### config.mk
export PLATFORM = sky130hd
export DESIGN_NAME = dmem_port_arbiter_flat
export DESIGN_NICKNAME = d
export VERILOG_FILES = /design/src/rtl/dmem_port_if.sv /design/src/rtl/dmem_port_arbiter.sv /design/src/flat_wrapper.sv
export SDC_FILE = /design/constraint.sdc
export NUM_CORES = 1
export LEC_CHECK = 0
export CORE_MARGIN = 5
export CORE_UTILIZATION = 28
export CTS_CLUSTER_SIZE = 10
export DETAILED_ROUTE_END_ITERATION = 6
export PLACE_DENSITY_LB_ADDON = 0.08
export SYNTH_ARGS = -nofsm -noshare
export SYNTH_HDL_FRONTEND = slang
export SYNTH_SLANG_ARGS = --single-unit
### constraint.sdc
create_clock -name clk -period 1.9 [get_ports clk]
set_clock_uncertainty 0.05 [all_clocks]
set_input_delay 0.19 -clock clk [delete_from_list [all_inputs] [get_ports clk]]
set_output_delay 0.19 -clock clk [all_outputs]
set_load 0.01 [all_outputs]
### src/rtl/dmem_port_if.sv
// Bus bundle for the DMEM port-B arbiter: core (MEM stage) side, host/debug side, BRAM side, debug taps.
// slave = arbiter view, master = environment view (pipeline, host, BRAM).
interface dmem_port_if #(
    parameter int ADDR_W = 32,
    parameter int CNT_W  = 3
);
    // Handshake: hst_req plus hst_we/addr/wdata stay stable until a cycle with hst_gnt=1, in which
    // the access is performed. Reads return hst_rvalid one cycle later. The core never waits for a
    // grant; cpu_stall=1 means its access was not performed this cycle and must be repeated.
    logic              cpu_re;
    logic [3:0]        cpu_we;
    logic [ADDR_W-1:0] cpu_addr;
    logic [31:0]       cpu_wdata;
    logic              cpu_stall;

    logic              hst_req;
    logic [3:0]        hst_we;
    logic [ADDR_W-1:0] hst_addr;
    logic [31:0]       hst_wdata;
    logic              hst_lock;
    logic              hst_gnt;
    logic              hst_rvalid;
    logic [31:0]       hst_rdata;

    logic [3:0]        bram_we;
    logic [ADDR_W-1:0] bram_addr;
    logic [31:0]       bram_din;
    logic [31:0]       bram_dout;

    logic [CNT_W-1:0]  dbg_wait_cnt;
    logic              dbg_locked;

    modport slave (
        input  cpu_re, cpu_we, cpu_addr, cpu_wdata,
        output cpu_stall,
        input  hst_req, hst_we, hst_addr, hst_wdata, hst_lock,
        output hst_gnt, hst_rvalid, hst_rdata,
        output bram_we, bram_addr, bram_din,
        input  bram_dout,
        output dbg_wait_cnt, dbg_locked
    );

    modport master (
        output cpu_re, cpu_we, cpu_addr, cpu_wdata,
        input  cpu_stall,
        output hst_req, hst_we, hst_addr, hst_wdata, hst_lock,
        input  hst_gnt, hst_rvalid, hst_rdata,
        input  bram_we, bram_addr, bram_din,
        output bram_dout,
        input  dbg_wait_cnt, dbg_locked
    );
endinterface

### src/rtl/dmem_port_arbiter.sv
// Shares BRAM port B between the MEM stage (priority) and a host master with a starvation-forced slot.
// Optional macro HOST_LOCK_EN adds a host burst lock (LOCKED state) that keeps the core stalled.
module dmem_port_arbiter #(
    parameter int ADDR_W        = 32,
    parameter int HOST_MAX_WAIT = 4,
    parameter int CNT_W         = 3
) (
    input  logic       clk,
    input  logic       rst,
    dmem_port_if.slave bus
);
    localparam logic [CNT_W-1:0] MAX_CNT = CNT_W'(HOST_MAX_WAIT);

    logic              cpu_act;
    logic              force_slot;
    logic              host_win;
    logic              locked;
    logic              rd_pend;
    logic [CNT_W-1:0]  wait_cnt;
    logic [31:0]       rdata_q;
    logic [ADDR_W-1:0] addr_sel;

    assign cpu_act    = bus.cpu_re | (|bus.cpu_we);
    assign force_slot = (wait_cnt == MAX_CNT);
    assign host_win   = bus.hst_req & (~cpu_act | force_slot | locked);

`ifdef HOST_LOCK_EN
    typedef enum logic {UNLOCKED = 1'b0, LOCKED = 1'b1} lock_state_t;
    lock_state_t state, state_next;

    always_ff @(posedge clk) begin
        if (rst) state <= UNLOCKED;
        else     state <= state_next;
    end

    always_comb begin
        state_next = state;
        case (state)
            UNLOCKED: if (host_win && bus.hst_lock) state_next = LOCKED;
            LOCKED:   if (!bus.hst_lock)            state_next = UNLOCKED;
            default:  state_next = UNLOCKED;
        endcase
    end

    assign locked = (state == LOCKED);
`else
    logic unused_lock;
    assign unused_lock = bus.hst_lock;
    assign locked      = 1'b0;
`endif

    // While locked and the host is quiet, the port idles: the stalled core must not write.
    always_comb begin
        bus.hst_gnt   = host_win;
        bus.cpu_stall = cpu_act & (host_win | locked);
        bus.bram_we   = locked ? 4'h0 : bus.cpu_we;
        addr_sel      = bus.cpu_addr;
        bus.bram_din  = bus.cpu_wdata;
        if (host_win) begin
            bus.bram_we  = bus.hst_we;
            addr_sel     = bus.hst_addr;
            bus.bram_din = bus.hst_wdata;
        end
    end

    assign bus.bram_addr = addr_sel;

    always_ff @(posedge clk) begin
        if (rst) begin
            wait_cnt <= '0;
        end else if (!bus.hst_req || host_win) begin
            wait_cnt <= '0;
        end else if (cpu_act && wait_cnt != MAX_CNT) begin
            wait_cnt <= wait_cnt + 1'b1;
        end
    end

    always_ff @(posedge clk) begin
        if (rst) begin
            rd_pend <= 1'b0;
            rdata_q <= '0;
        end else begin
            rd_pend <= host_win & (bus.hst_we == 4'h0);
            if (rd_pend) rdata_q <= bus.bram_dout;
        end
    end

    // Bypass dob during the valid cycle so hst_rdata lines up with hst_rvalid, then hold it.
    assign bus.hst_rvalid   = rd_pend;
    assign bus.hst_rdata    = rd_pend ? bus.bram_dout : rdata_q;
    assign bus.dbg_wait_cnt = wait_cnt;
    assign bus.dbg_locked   = locked;
endmodule

### src/flat_wrapper.sv
// flat-port wrapper written by rule: the top's interface ports become plain ports
module dmem_port_arbiter_flat 
#(
    parameter int ADDR_W        = 32,
    parameter int HOST_MAX_WAIT = 4,
    parameter int CNT_W         = 3
)
  (clk, rst, bus_cpu_re, bus_cpu_we, bus_cpu_addr, bus_cpu_wdata, bus_cpu_stall, bus_hst_req, bus_hst_we, bus_hst_addr, bus_hst_wdata, bus_hst_lock, bus_hst_gnt, bus_hst_rvalid, bus_hst_rdata, bus_bram_we, bus_bram_addr, bus_bram_din, bus_bram_dout, bus_dbg_wait_cnt, bus_dbg_locked);
  dmem_port_if #(.ADDR_W(ADDR_W), .CNT_W(CNT_W)) bus_i ();
  input  logic clk;
  input  logic rst;
  input wire logic [$bits(bus_i.cpu_re)-1:0] bus_cpu_re;
  input wire logic [$bits(bus_i.cpu_we)-1:0] bus_cpu_we;
  input wire logic [$bits(bus_i.cpu_addr)-1:0] bus_cpu_addr;
  input wire logic [$bits(bus_i.cpu_wdata)-1:0] bus_cpu_wdata;
  output wire logic [$bits(bus_i.cpu_stall)-1:0] bus_cpu_stall;
  input wire logic [$bits(bus_i.hst_req)-1:0] bus_hst_req;
  input wire logic [$bits(bus_i.hst_we)-1:0] bus_hst_we;
  input wire logic [$bits(bus_i.hst_addr)-1:0] bus_hst_addr;
  input wire logic [$bits(bus_i.hst_wdata)-1:0] bus_hst_wdata;
  input wire logic [$bits(bus_i.hst_lock)-1:0] bus_hst_lock;
  output wire logic [$bits(bus_i.hst_gnt)-1:0] bus_hst_gnt;
  output wire logic [$bits(bus_i.hst_rvalid)-1:0] bus_hst_rvalid;
  output wire logic [$bits(bus_i.hst_rdata)-1:0] bus_hst_rdata;
  output wire logic [$bits(bus_i.bram_we)-1:0] bus_bram_we;
  output wire logic [$bits(bus_i.bram_addr)-1:0] bus_bram_addr;
  output wire logic [$bits(bus_i.bram_din)-1:0] bus_bram_din;
  input wire logic [$bits(bus_i.bram_dout)-1:0] bus_bram_dout;
  output wire logic [$bits(bus_i.dbg_wait_cnt)-1:0] bus_dbg_wait_cnt;
  output wire logic [$bits(bus_i.dbg_locked)-1:0] bus_dbg_locked;
  assign bus_i.cpu_re = bus_cpu_re;
  assign bus_i.cpu_we = bus_cpu_we;
  assign bus_i.cpu_addr = bus_cpu_addr;
  assign bus_i.cpu_wdata = bus_cpu_wdata;
  assign bus_cpu_stall = bus_i.cpu_stall;
  assign bus_i.hst_req = bus_hst_req;
  assign bus_i.hst_we = bus_hst_we;
  assign bus_i.hst_addr = bus_hst_addr;
  assign bus_i.hst_wdata = bus_hst_wdata;
  assign bus_i.hst_lock = bus_hst_lock;
  assign bus_hst_gnt = bus_i.hst_gnt;
  assign bus_hst_rvalid = bus_i.hst_rvalid;
  assign bus_hst_rdata = bus_i.hst_rdata;
  assign bus_bram_we = bus_i.bram_we;
  assign bus_bram_addr = bus_i.bram_addr;
  assign bus_bram_din = bus_i.bram_din;
  assign bus_i.bram_dout = bus_bram_dout;
  assign bus_dbg_wait_cnt = bus_i.dbg_wait_cnt;
  assign bus_dbg_locked = bus_i.dbg_locked;
  dmem_port_arbiter #(.ADDR_W(ADDR_W), .HOST_MAX_WAIT(HOST_MAX_WAIT), .CNT_W(CNT_W)) u_core (.clk(clk), .rst(rst), .bus(bus_i));
endmodule
# [Word level (Yosys, flattened, before mapping)]
# Index checks and enable logic that the tools add are counted.
[op_classes] add_sub_neg=1 eq_ne=2 mux=4 n_bitwise=6 reduce_logical=6
[ops] op="$mux W32" count=3
[ops] op="$logic_not A4 Y1" count=1
[ops] op="$mux W4" count=1
[ops] op="$reduce_or A4 Y1" count=1
[ops] op="$add A3 B1 Y3 const B" count=1
[ops] op="$and A1 B1 Y1" count=3
[ops] op="$eq A3 B3 Y1 const B" count=1
[ops] op="$ne A3 B3 Y1 const B" count=1
[ops] op="$or A1 B1 Y1" count=2
[ops] op="$reduce_or A2 Y1" count=1
[ops] op="$logic_and A1 B1 Y1" count=1
[ops] op="$logic_not A1 Y1" count=1
[ops] op="$logic_or A1 B1 Y1" count=1
[ops] op="$not A1 Y1" count=1
[totals] regBits=36 input_bits=173 out_inout_bits=107 word_cells=22

# [Logic depth before layout (Yosys ltp)]
# Gate-level depths: netlist of the first run.
[depth] ltp_word=7 depth_mapped=7 ltp_nobuf=5

# [Worst setup path after synthesis of the first run]
# No wires, ideal clock.
[synth_path] kind="reg2out" start="reg u_core.wait_cnt[0], in the netlist u_core.bus.dbg_wait_cnt[0]" end="out bus_bram_din[16]" t_arrival_ps=1694 required_time_ps=1660 slack_ps=-34 path_stages_with_launch=8 path_buffers=2 cell_sequence="dfxtp_1 -> inv_1 -> ha_1 -> nand3_1 -> clkbuf_1 -> clkbuf_1 -> o211a_1 -> a31o_2"
[synth_via] elab_chain_cells=4
[synth_rtl] item="from (decl)" line="dmem_port_arbiter.sv:19" text="logic [CNT_W-1:0] wait_cnt;"
[synth_rtl] item="from (signal assigned)" line="dmem_port_arbiter.sv:74" text="wait_cnt <= wait_cnt + 1'b1;"
[synth_rtl] item="$eq A3 B3 Y1" line="dmem_port_arbiter.sv:24" text="assign force_slot = (wait_cnt == MAX_CNT);"
[synth_rtl] item="$or A1 B1 Y1" line="dmem_port_arbiter.sv:25" text="assign host_win = bus.hst_req & (~cpu_act | force_slot | locked);"
[synth_rtl] item="$and A1 B1 Y1" line="dmem_port_arbiter.sv:25"
[synth_rtl] item="$mux W32" line="dmem_port_arbiter.sv:59" text="if (host_win) begin"
[synth_rtl] item="to (decl)" line="flat_wrapper.sv:27" text="output wire logic [$bits(bus_i.bram_din)-1:0] bus_bram_din;"
# No other way between the ends.

# [Worst setup path in the final report of the first run]
[layout_path] start="in bus_cpu_we[1]" end="out bus_bram_addr[29]"
[layout_via] elab_chain_cells=6
[layout_rtl] item="from (decl)" line="flat_wrapper.sv:13" text="input wire logic [$bits(bus_i.cpu_we)-1:0] bus_cpu_we;"
[layout_rtl] item="$reduce_or A4 Y1" line="dmem_port_arbiter.sv:23" text="assign cpu_act = bus.cpu_re | (|bus.cpu_we);"
[layout_rtl] item="$or A1 B1 Y1" line="dmem_port_arbiter.sv:23"
[layout_rtl] item="$not A1 Y1" line="dmem_port_arbiter.sv:25"
[layout_rtl] item="$or A1 B1 Y1" line="dmem_port_arbiter.sv:25"
[layout_rtl] item="$and A1 B1 Y1" line="dmem_port_arbiter.sv:25"
[layout_rtl] item="$mux W32" line="dmem_port_arbiter.sv:59"
[layout_rtl] item="to (decl)" line="flat_wrapper.sv:26" text="output wire logic [$bits(bus_i.bram_addr)-1:0] bus_bram_addr;"
# No other way between the ends.

==> flow_metrics.py, run 1 <==
metrics = {
    "worst_setup_path": {
        "critPathArrivalTime_ns": 1.89,
        "regToRegSetupSlack_ns": 0.58,
        "slowest_stage": "or4_4",
        "start_kind": "primary input",
        "slowest_delay_ns": 0.59,
        "end_kind": "primary output",
        "crit_chain": "buf_6, or4_4, buf_6, o21ai_4, buf_6, buf_8, buf_16, a31o_2, buf_6",
        "path_common_cell": "buf_6",
        "crit_required_ns": 1.66,
        "cp_max_fo": 8,
        "crit_type": "primary input to primary output",
    },
    "global_route": {
        "grt_remaining_overflow": 0,
        "busiest_layer": "met2",
        "met2_usage_pct": 45.1,
        "gr-usage-met1_pct": 25.1,
        "grt_start_max_net_pins": 41,
        "grt_pass1_wl_mm": 23.2,
        "grt_pass1_vias": 4057,
        "grt.total_usage_pct": 23.3,
        "antenna_found_initial": 0,
        "use_met3_pct": 8.09,
    },
    "outcome": {
        "violations": "setup timing",
        "status": "finished with violations",
    },
    "detailed_routing": {
        "routed_wl_mm": 16.1,
        "dr.pass1.iters": 4,
        "dr_total_vias": 3880,
        "drc": 0,
        "postRouteAntennaNets": 0,
        "post_drt_wl_per_cell_um": 21.5,
        "vias_per_cell": 5.17,
        "drtIter0Drc": 200,
    },
    "pwr": {
        "pwr-share-seq_pct": 32.7,
        "ir_drop_mv": 0.251,
        "p_leak_nw": 3.34,
        "intPower_mw": 1.70,
        "combPwrFrac_pct": 44.8,
        "pwr-share-clk_pct": 22.6,
        "power.share.switching_pct": 26.8,
        "switchingPower_uw": 622,
        "pwr_density_cell_mw_per_mm2": 330,
    },
    "sta": {
        "rsz0062_at_grt": "yes",
        "period_share_pct": 112,
        "whs_ns": 0.321,
        "fmax_ghz": 0.470,
        "finalHoldViolCount": 0,
        "finalCriticalPeriod_ns": 2.13,
        "finalMaxSlewViolations": 0,
        "setup_viol": 69,
        "fin_ws_ns": -0.228,
    },
    "logic_synthesis": {
        "async_reset_ff_share_pct": 0,
        "ys_types": 29,
        "synth_most_common_cell": "o211a_1",
        "syn_avg_cell_area_um2": 9.50,
        "syn_inst": 307,
        "ys_seq_area_share_pct": 24.7,
        "synth_top_area_cell": "dfxtp_1",
        "yosys_register_bits": 36,
        "syn-num-nets": 482,
        "yosysWarnings": 0,
        "synth_ff_type": "dfxtp_1",
        "yosys-top-cells-count": "65 x o211a_1, 59 x a31o_2, 36 x dfxtp_1, 33 x nor2b_1, 32 x mux2_2",
        "synthTopCellsByArea": "dfxtp_1 25%, o211a_1 22%, a31o_2 18%, mux2_2 12%, nor2b_1 7.1%",
        "yosysTopAreaCellShare_pct": 24.7,
        "synth_area_mm2": 0.00292,
        "synth_edf_count": 0,
    },
    "clocking": {
        "clock_latency_ns": 0.28,
        "cts_root_buf": "clkbuf_8",
        "cts_buffer_depth": 2,
        "cts_tree": "done",
        "htreeDepth": 2,
        "cts_sinks": 36,
        "clkTransAtPathRegs_ns": 0.07,
        "numCtsBuffers": 5,
    },
    "place": {
        "place_hpwl_mm": 10.4,
        "dp_slack_ns": -0.966,
        "portBuffers": 277,
        "place_congestion": 0.809,
        "dpl_cell_area_mm2": 0.00593,
    },
    "final_layout": {
        "final_area_mm2": 0.00703,
        "syn2layout_area_growth_pct": 141,
        "drive_gt1_share_pct": 41.8,
        "antenna_cells": 0,
        "layout.nets": 789,
    },
    "job": {
        "cap_violations": 0,
    },
    "die": {
        "initial_core_util_pct": 28.5,
        "core_mm2": 0.0102,
        "die_w_um": 112,
        "rows": 37,
        "die-height_um": 112,
        "io_pins": 280,
        "die-area_mm2": 0.0126,
    },
    "hold_path": {
        "hold_path_class": "primary input to flip-flop",
    },
}
[routing by layer]
| layer | up-vias | routed length [um] | part of all wire (%) |
|---|---|---|---|
| li1 | 1823 | - | - |
| met1 | 1848 | 5880 | 36 |
| met2 | 193 | 8610 | 53 |
| met3 | 16 | 1440 | 9.0 |
| met4 | 0 | 190 | 1.2 |
| met5 | - | 0 | 0 |
[layout by cell type, fill, tap and decap left out, types with 3 or more instances in the layout]
cell,instances
buf_16,13
nor2b_1,33
buf_4,19
a31o_2,41
buf_12,10
clkbuf_2,6
mux2_2,32
a31o_4,18
clkdlybuf4s50_1,170
clkbuf_16,4
dfxtp_2,3
o211a_1,65
buf_2,7
clkbuf_8,5
a31o_1,5
dlygate4sd2_1,32
buf_6,77
nor2_1,4
nand2_1,4
dfxtp_1,33
buf_8,6
[registers in the layout (all words and copies together) (netlist names)]
| name | cells |
|---|---|
| u_core.bus.dbg_wait_cnt | 3 |
| u_core.bus.hst_rvalid | 1 |
| u_core.rdata_q | 32 |
[per-stage QoR]
step | setup TNS, ns | util (%) | std cells | total power, mW
final | -10.27 | 68.7 | 751 | 2.32
after global routing | -13.64 | 68.7 | 751 | 2.43
after CTS | -17.61 | 64.8 | 740 | 2.26
after detailed placement | -62.37 | 58.0 | 697 | 1.67
after global placement | -62.78 | 58.0 | 697 | 1.67
after floorplan | 0 | - | 307 | 1.07
[cell type report]
class	instances	area [um2]
tap	136	170
fill	811	3200
sequential	36	724
timing repair buffer	345	3840
clock buffer	5	68.8
inverter	2	7.51
multi-input combinational	224	2200
clock inverter	3	18.8
[power by group through the flow]
stage	clock (mW)	sequential, mW	combinational [mW]
final	0.524	0.758	1.04
after global routing	0.576	0.758	1.10
after CTS	0.551	0.758	0.954
after detailed placement	0	0.775	0.898
after global placement	0	0.775	0.893
after floorplan	0	0.777	0.291
[cell families (layout without fill, tap and decap cells)]
kind of cell / Yosys count / in the layout / share of synthesized area (%)
AOI/OAI and AO/OA: 138 / 138 / 44.0
and+or+nand+nor: 50 / 50 / 9.82
buffers and inverters: 47 / 355 / 7.81
DFF: 36 / 36 / 24.7
muxes: 33 / 33 / 12.7
adders and majority gates: 2 / 2 / 0.858
other: 1 / 1 / 0.129
[worst max-delay path: cells and delay by family]
kind	cells	cell delay [ns]
AOI/OAI and AO/OA	2	0.33
and+or+nand+nor	1	0.59
buffers and inverters	6	0.77
[worst paths after layout]
kind / depth (start not counted) / endpoint / from
setup reg to reg: 3 / u_core.rdata_q[11] / u_core.bus.hst_rvalid
setup / recovery: 9 / bus_bram_addr[29] / bus_cpu_we[1]
hold / removal: 3 / u_core.bus.hst_rvalid / bus_hst_req
hold reg to reg: 2 / u_core.rdata_q[16] / u_core.rdata_q[16]
[repair_timing]
item	CTS	global route
buffers inserted	20	13
resized for setup	305	165
gates cloned	16	5
endpoints found under the setup margin	102	70
hold buffers	0	0
pin swaps	11	63
Note: power is estimated with default switching activity, not from simulation.
==> run 2, diff against run 1 <==
SLEW_MARGIN = 5   (was unset)
TNS_END_PERCENT = 100   (was unset)
==> results of run 2 <==
The final DEF is identical to that of run 1; final timing and power are the same.
==> variant 1: new RTL, config.mk and constraints of run 2 <==
`CNT_W` is set to 3 in 3 places; all go to 6.
--- a/src/rtl/dmem_port_if.sv
+++ b/src/rtl/dmem_port_if.sv
@@ -4,3 +4,3 @@
     parameter int ADDR_W = 32,
-    parameter int CNT_W  = 3
+    parameter int CNT_W  = 6
 );
--- a/src/rtl/dmem_port_arbiter.sv
+++ b/src/rtl/dmem_port_arbiter.sv
@@ -5,3 +5,3 @@
     parameter int HOST_MAX_WAIT = 4,
-    parameter int CNT_W         = 3
+    parameter int CNT_W         = 6
 ) (
--- a/src/flat_wrapper.sv
+++ b/src/flat_wrapper.sv
@@ -5,3 +5,3 @@
     parameter int HOST_MAX_WAIT = 4,
-    parameter int CNT_W         = 3
+    parameter int CNT_W         = 6
 )
Interface: changed (resized bus_dbg_wait_cnt); port bits go from 280 to 283. The function was not compared with the original's and may differ.
==> variant 1 against run 2 <==
- the flow still finishes with violations (negative setup slack)
- fmax is 10% lower
- sequential cell count is 3 higher
- power is 3.9% lower
- synthesized cell count is 29% lower
- wire length is 15% lower
- worst setup slack worse by 0.24 ns
- via count is 25% lower
- cell area is 12% lower
- largest cell class unchanged
- sequential share of layout area is 2.5 points higher
- synthesized area is 17% lower
- non-clock buffer count is 20 lower
- largest power group is now registers
- critical path depth stayed put
==> variant 1: results (changes against run 2) <==
worst_setup_path:
  worst-path-max-fanout: 4  # -4
  crit_arrival_ns: 2.13  # +0.24 ns
  reg2reg_setup_slack_ns: 0.50  # -0.08 ns
  r2r_cells: 5  # +2
  reg2reg_from: "u_core.bus.dbg_wait_cnt[5]$_SDFFE_PP0P_"
  max_stage_delay_ns: 0.34  # -0.25 ns
  cpMaxStageDelayCell: "dfxtp_2"
  rr_endpoint: "u_core.bus.dbg_wait_cnt[2]$_SDFFE_PP0P_"
run_status:
  status: "finished, violations left"
  violations: "negative setup slack"
min_path:
  hp-class: "reg2reg"
  worstHoldPathCells: 2  # -1
  min-delay-start: "u_core.bus.dbg_wait_cnt[0]$_SDFFE_PP0P_"
  whs_endpoint: "u_core.bus.dbg_wait_cnt[0]$_SDFFE_PP0P_"
sta:
  hold_viol: 0  # unchanged
  finalSetupViolCount: 68  # -1.4%
  timing.final.ws_setup_ns: -0.468  # -0.240 ns
synth:
  yosysUniqueCellTypes: 25  # -14%
  ys_top_cells_by_count: "85 x mux2_2, 39 x dfxtp_1, 32 x nor2b_1, 15 x mux2_1, 7 x nor2_1"
  synth-seq-area-share_pct: 32.4  # +7.7 points
  syn_avg_cell_area_sq_um: 11.1  # +17%
  syn-num-nets: 392  # -19%
  ys.flop_type: "dfxtp_1"
  ys_top_cells_by_area: "mux2_2 40%, dfxtp_1 32%, nor2b_1 8.3%"
grt:
  grt_use_met1_pct: 28.6  # +3.6 points
  grt_pass1_wl_um: 18400  # -21%
  gr-usage-all-layers_pct: 23.8  # +0.55 points
  grtUsageMet2_pct: 39.3  # -5.8 points
  grt_pass1_vias: 3108  # -23%
  grt_max_degree: 34  # -17%
  use_met3_pct: 9.68  # +1.6 points
pwr:
  powerComb_w: 0.000812  # -22%
  clock_power_share_pct: 26.9  # +4.3 points
  ir_worst_vdd_uv: 246  # -2.1%
  power_switching_w: 0.000508  # -18%
  leakagePower_nw: 2.81  # -16%
place:
  port_buffers: 280  # +1.1%
  place_congestion: 0.887  # +9.6%
  hpwl_um: 10700  # +2.8%
  placedCellCount: 602  # -14%
drt:
  via_count: 2899  # -25%
  initialDrtViolationCount: 74  # -63%
  wirelength_um: 13700  # -15%
final_layout:
  largest-register: "u_core.rdata_q"
  finalNetCount: 709  # -10%
  final_cells: 641  # -15%
  nFillCells: 586  # -28%
  drive_gt1_share_pct: 40.9  # -0.85 points
clock_network:
  htreeDepth: 2  # unchanged
  clkLatencyLatePin_ns: 0.28  # about the same
  cts_buffers: 5  # unchanged
==> variant 1: cell count changes after synthesis, moves of 3 or more <==
| cell | delta |
|---|---|
| xor2_1 | +3 |
| mux2_2 | +53 |
| mux2_1 | +15 |
| buf_1 | -3 |
| o211a_1 | -65 |
| buf_2 | -5 |
| a31o_2 | -59 |
| a31o_1 | -5 |
| dfxtp_1 | +3 |
| clkbuf_1 | -21 |
==> variant 1: routing by layer <==
layer  share of wire (%)  up-vias
li1                    -     1392
met1                  40     1311
met2                  46      176
met3                  12       20
met4                 2.4        0
met5                   0        -
==> variant 1: stage by stage <==
step | cell area (sq um) | worst slack, ns | hold slack [ns] | power, W | setup TNS (ns)
3_3_place_gp | 5410 | -0.746 | 0.476 | 0.00156 | -47.71
4_1_cts | 5860 | -0.583 | 0.499 | 0.00219 | -32.45
5_1_grt | 6160 | -0.572 | 0.544 | 0.00233 | -33.17
6_report | 6160 | -0.468 | 0.495 | 0.00223 | -26.05
3_5_place_dp | 5410 | -0.744 | 0.488 | 0.00156 | -48.04
2_1_floorplan | 2410 | 0.000590 | 0.212 | 0.00100 | 0
==> variant 1: how the worst max path moves through the flow <==
stage,startpoint,cells after the start,end
2_1_floorplan,u_core.bus.dbg_wait_cnt[3]$_SDFFE_PP0P_,6,bus_bram_din[25]
3_3_place_gp,bus_cpu_re,7,bus_bram_addr[4]
3_5_place_dp,bus_cpu_we[2],7,bus_bram_addr[4]
4_1_cts,u_core.bus.dbg_wait_cnt[4]$_SDFFE_PP0P_,7,bus_bram_din[12]
5_1_grt,u_core.bus.dbg_wait_cnt[5]$_SDFFE_PP0P_,9,bus_bram_addr[30]
6_report,u_core.bus.dbg_wait_cnt[5]$_SDFFE_PP0P_,9,bus_bram_din[14]
==> variant 1: logic make-up after synthesis <==
family	count (synthesis)	share of synthesized area, %
mux	100	46.8
simple gates	51	12.7
flops	39	32.4
buf+inv	18	4.52
xor+xnor	4	1.45
fa+ha+maj	2	1.04
compound gates	2	0.987
other cells	1	0.156
==> variant 1: layout make-up <==
cell class	instances	area, sq um	share of cell area (%)
diodes	1	2.50	0.0406
clock buffers	8	100	1.62
inverters	3	11.3	0.183
multi-input cells	160	1750	28.4
flip-flops and latches	39	788	12.8
well taps	105	131	2.13
repair buffers	325	3380	54.9
==> variant 1: what timing repair did <==
action | in CTS | in global routing
pin swaps | 3 | 3
resized for setup | 326 | 124
gates cloned | 4 | 4
setup buffers | 17 | 6
hold endpoints to repair | 0 | 0
setup endpoints to repair | 102 | 72
==> variant 1: worst reg2reg max path, delay by kind of cell (launching register included) <==
kind	cells	cell delay [ns]
simple gates	4	0.74
buf+inv	1	0.15
flops	1	0.34
==> variant 2: new RTL, settings of run 2 <==
Without the edit above. Build with the macro `HOST_LOCK_EN` defined.
--- a/src/rtl/dmem_port_arbiter.sv
+++ b/src/rtl/dmem_port_arbiter.sv
@@ -2,2 +2,4 @@
 // Optional macro HOST_LOCK_EN adds a host burst lock (LOCKED state) that keeps the core stalled.
+`define HOST_LOCK_EN
+
 module dmem_port_arbiter #(
Behaviour: not the same (a bounded check fails within 4 cycles, from zero or initial values and one cycle with rst high).
==> variant 2 against run 2 <==
- the flow still finishes with violations (negative setup slack)
- power about the same
- wire length down 19%
- critical path depth up 2
- synthesized area down 14%
- sequential cell count up 1
- cell area down 10%
- worst setup slack worse by 0.31 ns
- critical endpoint is now bus_bram_din[14]
==> variant 2: results (changes against run 2) <==
run_status:
  status: "finished, violations left"
  violations: "negative setup slack"
drt:
  drt_first_pass_iters: 2  # -2
  wl_met1_um: 4810  # -18%
  initialDrtViolationCount: 79  # -61%
  wire_per_inst_um: 19.8  # -7.9%
  dr_wl_met3_um: 862  # -40%
  routed-wl-met2_um: 7170  # -17%
final_layout:
  n_all_buffers: 352  # +2.0%
  nFillCells: 637  # -21%
sta:
  finalSetupViolCount: 69  # unchanged
  timing.final.ws_setup_ns: -0.543  # -0.315 ns
  holdWs_ns: 0.426  # +0.104 ns
place:
  dpl_cell_area_sq_um: 5590  # -5.7%
  dp_slack_ns: -0.568  # +0.397 ns
grt:
  grtUsageMet2_pct: 38.8  # -6.3 points
  grt_max_degree: 28  # -32%
  grt_pass1_vias: 2728  # -33%
  use_met3_pct: 6.17  # -1.9 points
  grt_pass1_wl_um: 17300  # -25%
synth:
  synth-seq-area-share_pct: 29.4  # +4.7 points
  yosysUniqueCellTypes: 24  # -17%
worst_setup_path:
  worst-path-buf-inv: 7  # +1
clock_network:
  postCtsSetupBuffers: 8  # -60%
pwr:
  ir_worst_vdd_uv: 381  # +51%
[variant 2: cell count changes after synthesis, sizes merged, moves of 3 or more]
cell / change
a21oi: +3
a22o: +4
a31o: -64
buf: -10
clkbuf: -21
mux2: +64
nand2: -4
o211a: -65
[variant 2: cells by family (layout without fill, tap and decap cells)]
kind of cell             Yosys count  in the layout  synth area share (%)
AO/OA/AOI/OAI                     11             11                  3.38
buffers and inverters             18            364                  4.67
multiplexers                      96             96                  50.4
XOR/XNOR                           1              1                 0.348
adder cells (fa/ha/maj)            2              2                 0.993
AND/OR/NAND/NOR                   43             43                  10.8
flip-flops                        37             37                  29.4
[variant 2: power breakdown]
part | switching [W] | total, W | internal, W
combinational | 0.000240 | 0.000860 | 0.000619
sequential | 0.00000164 | 0.000779 | 0.000778
clock | 0.000288 | 0.000682 | 0.000394
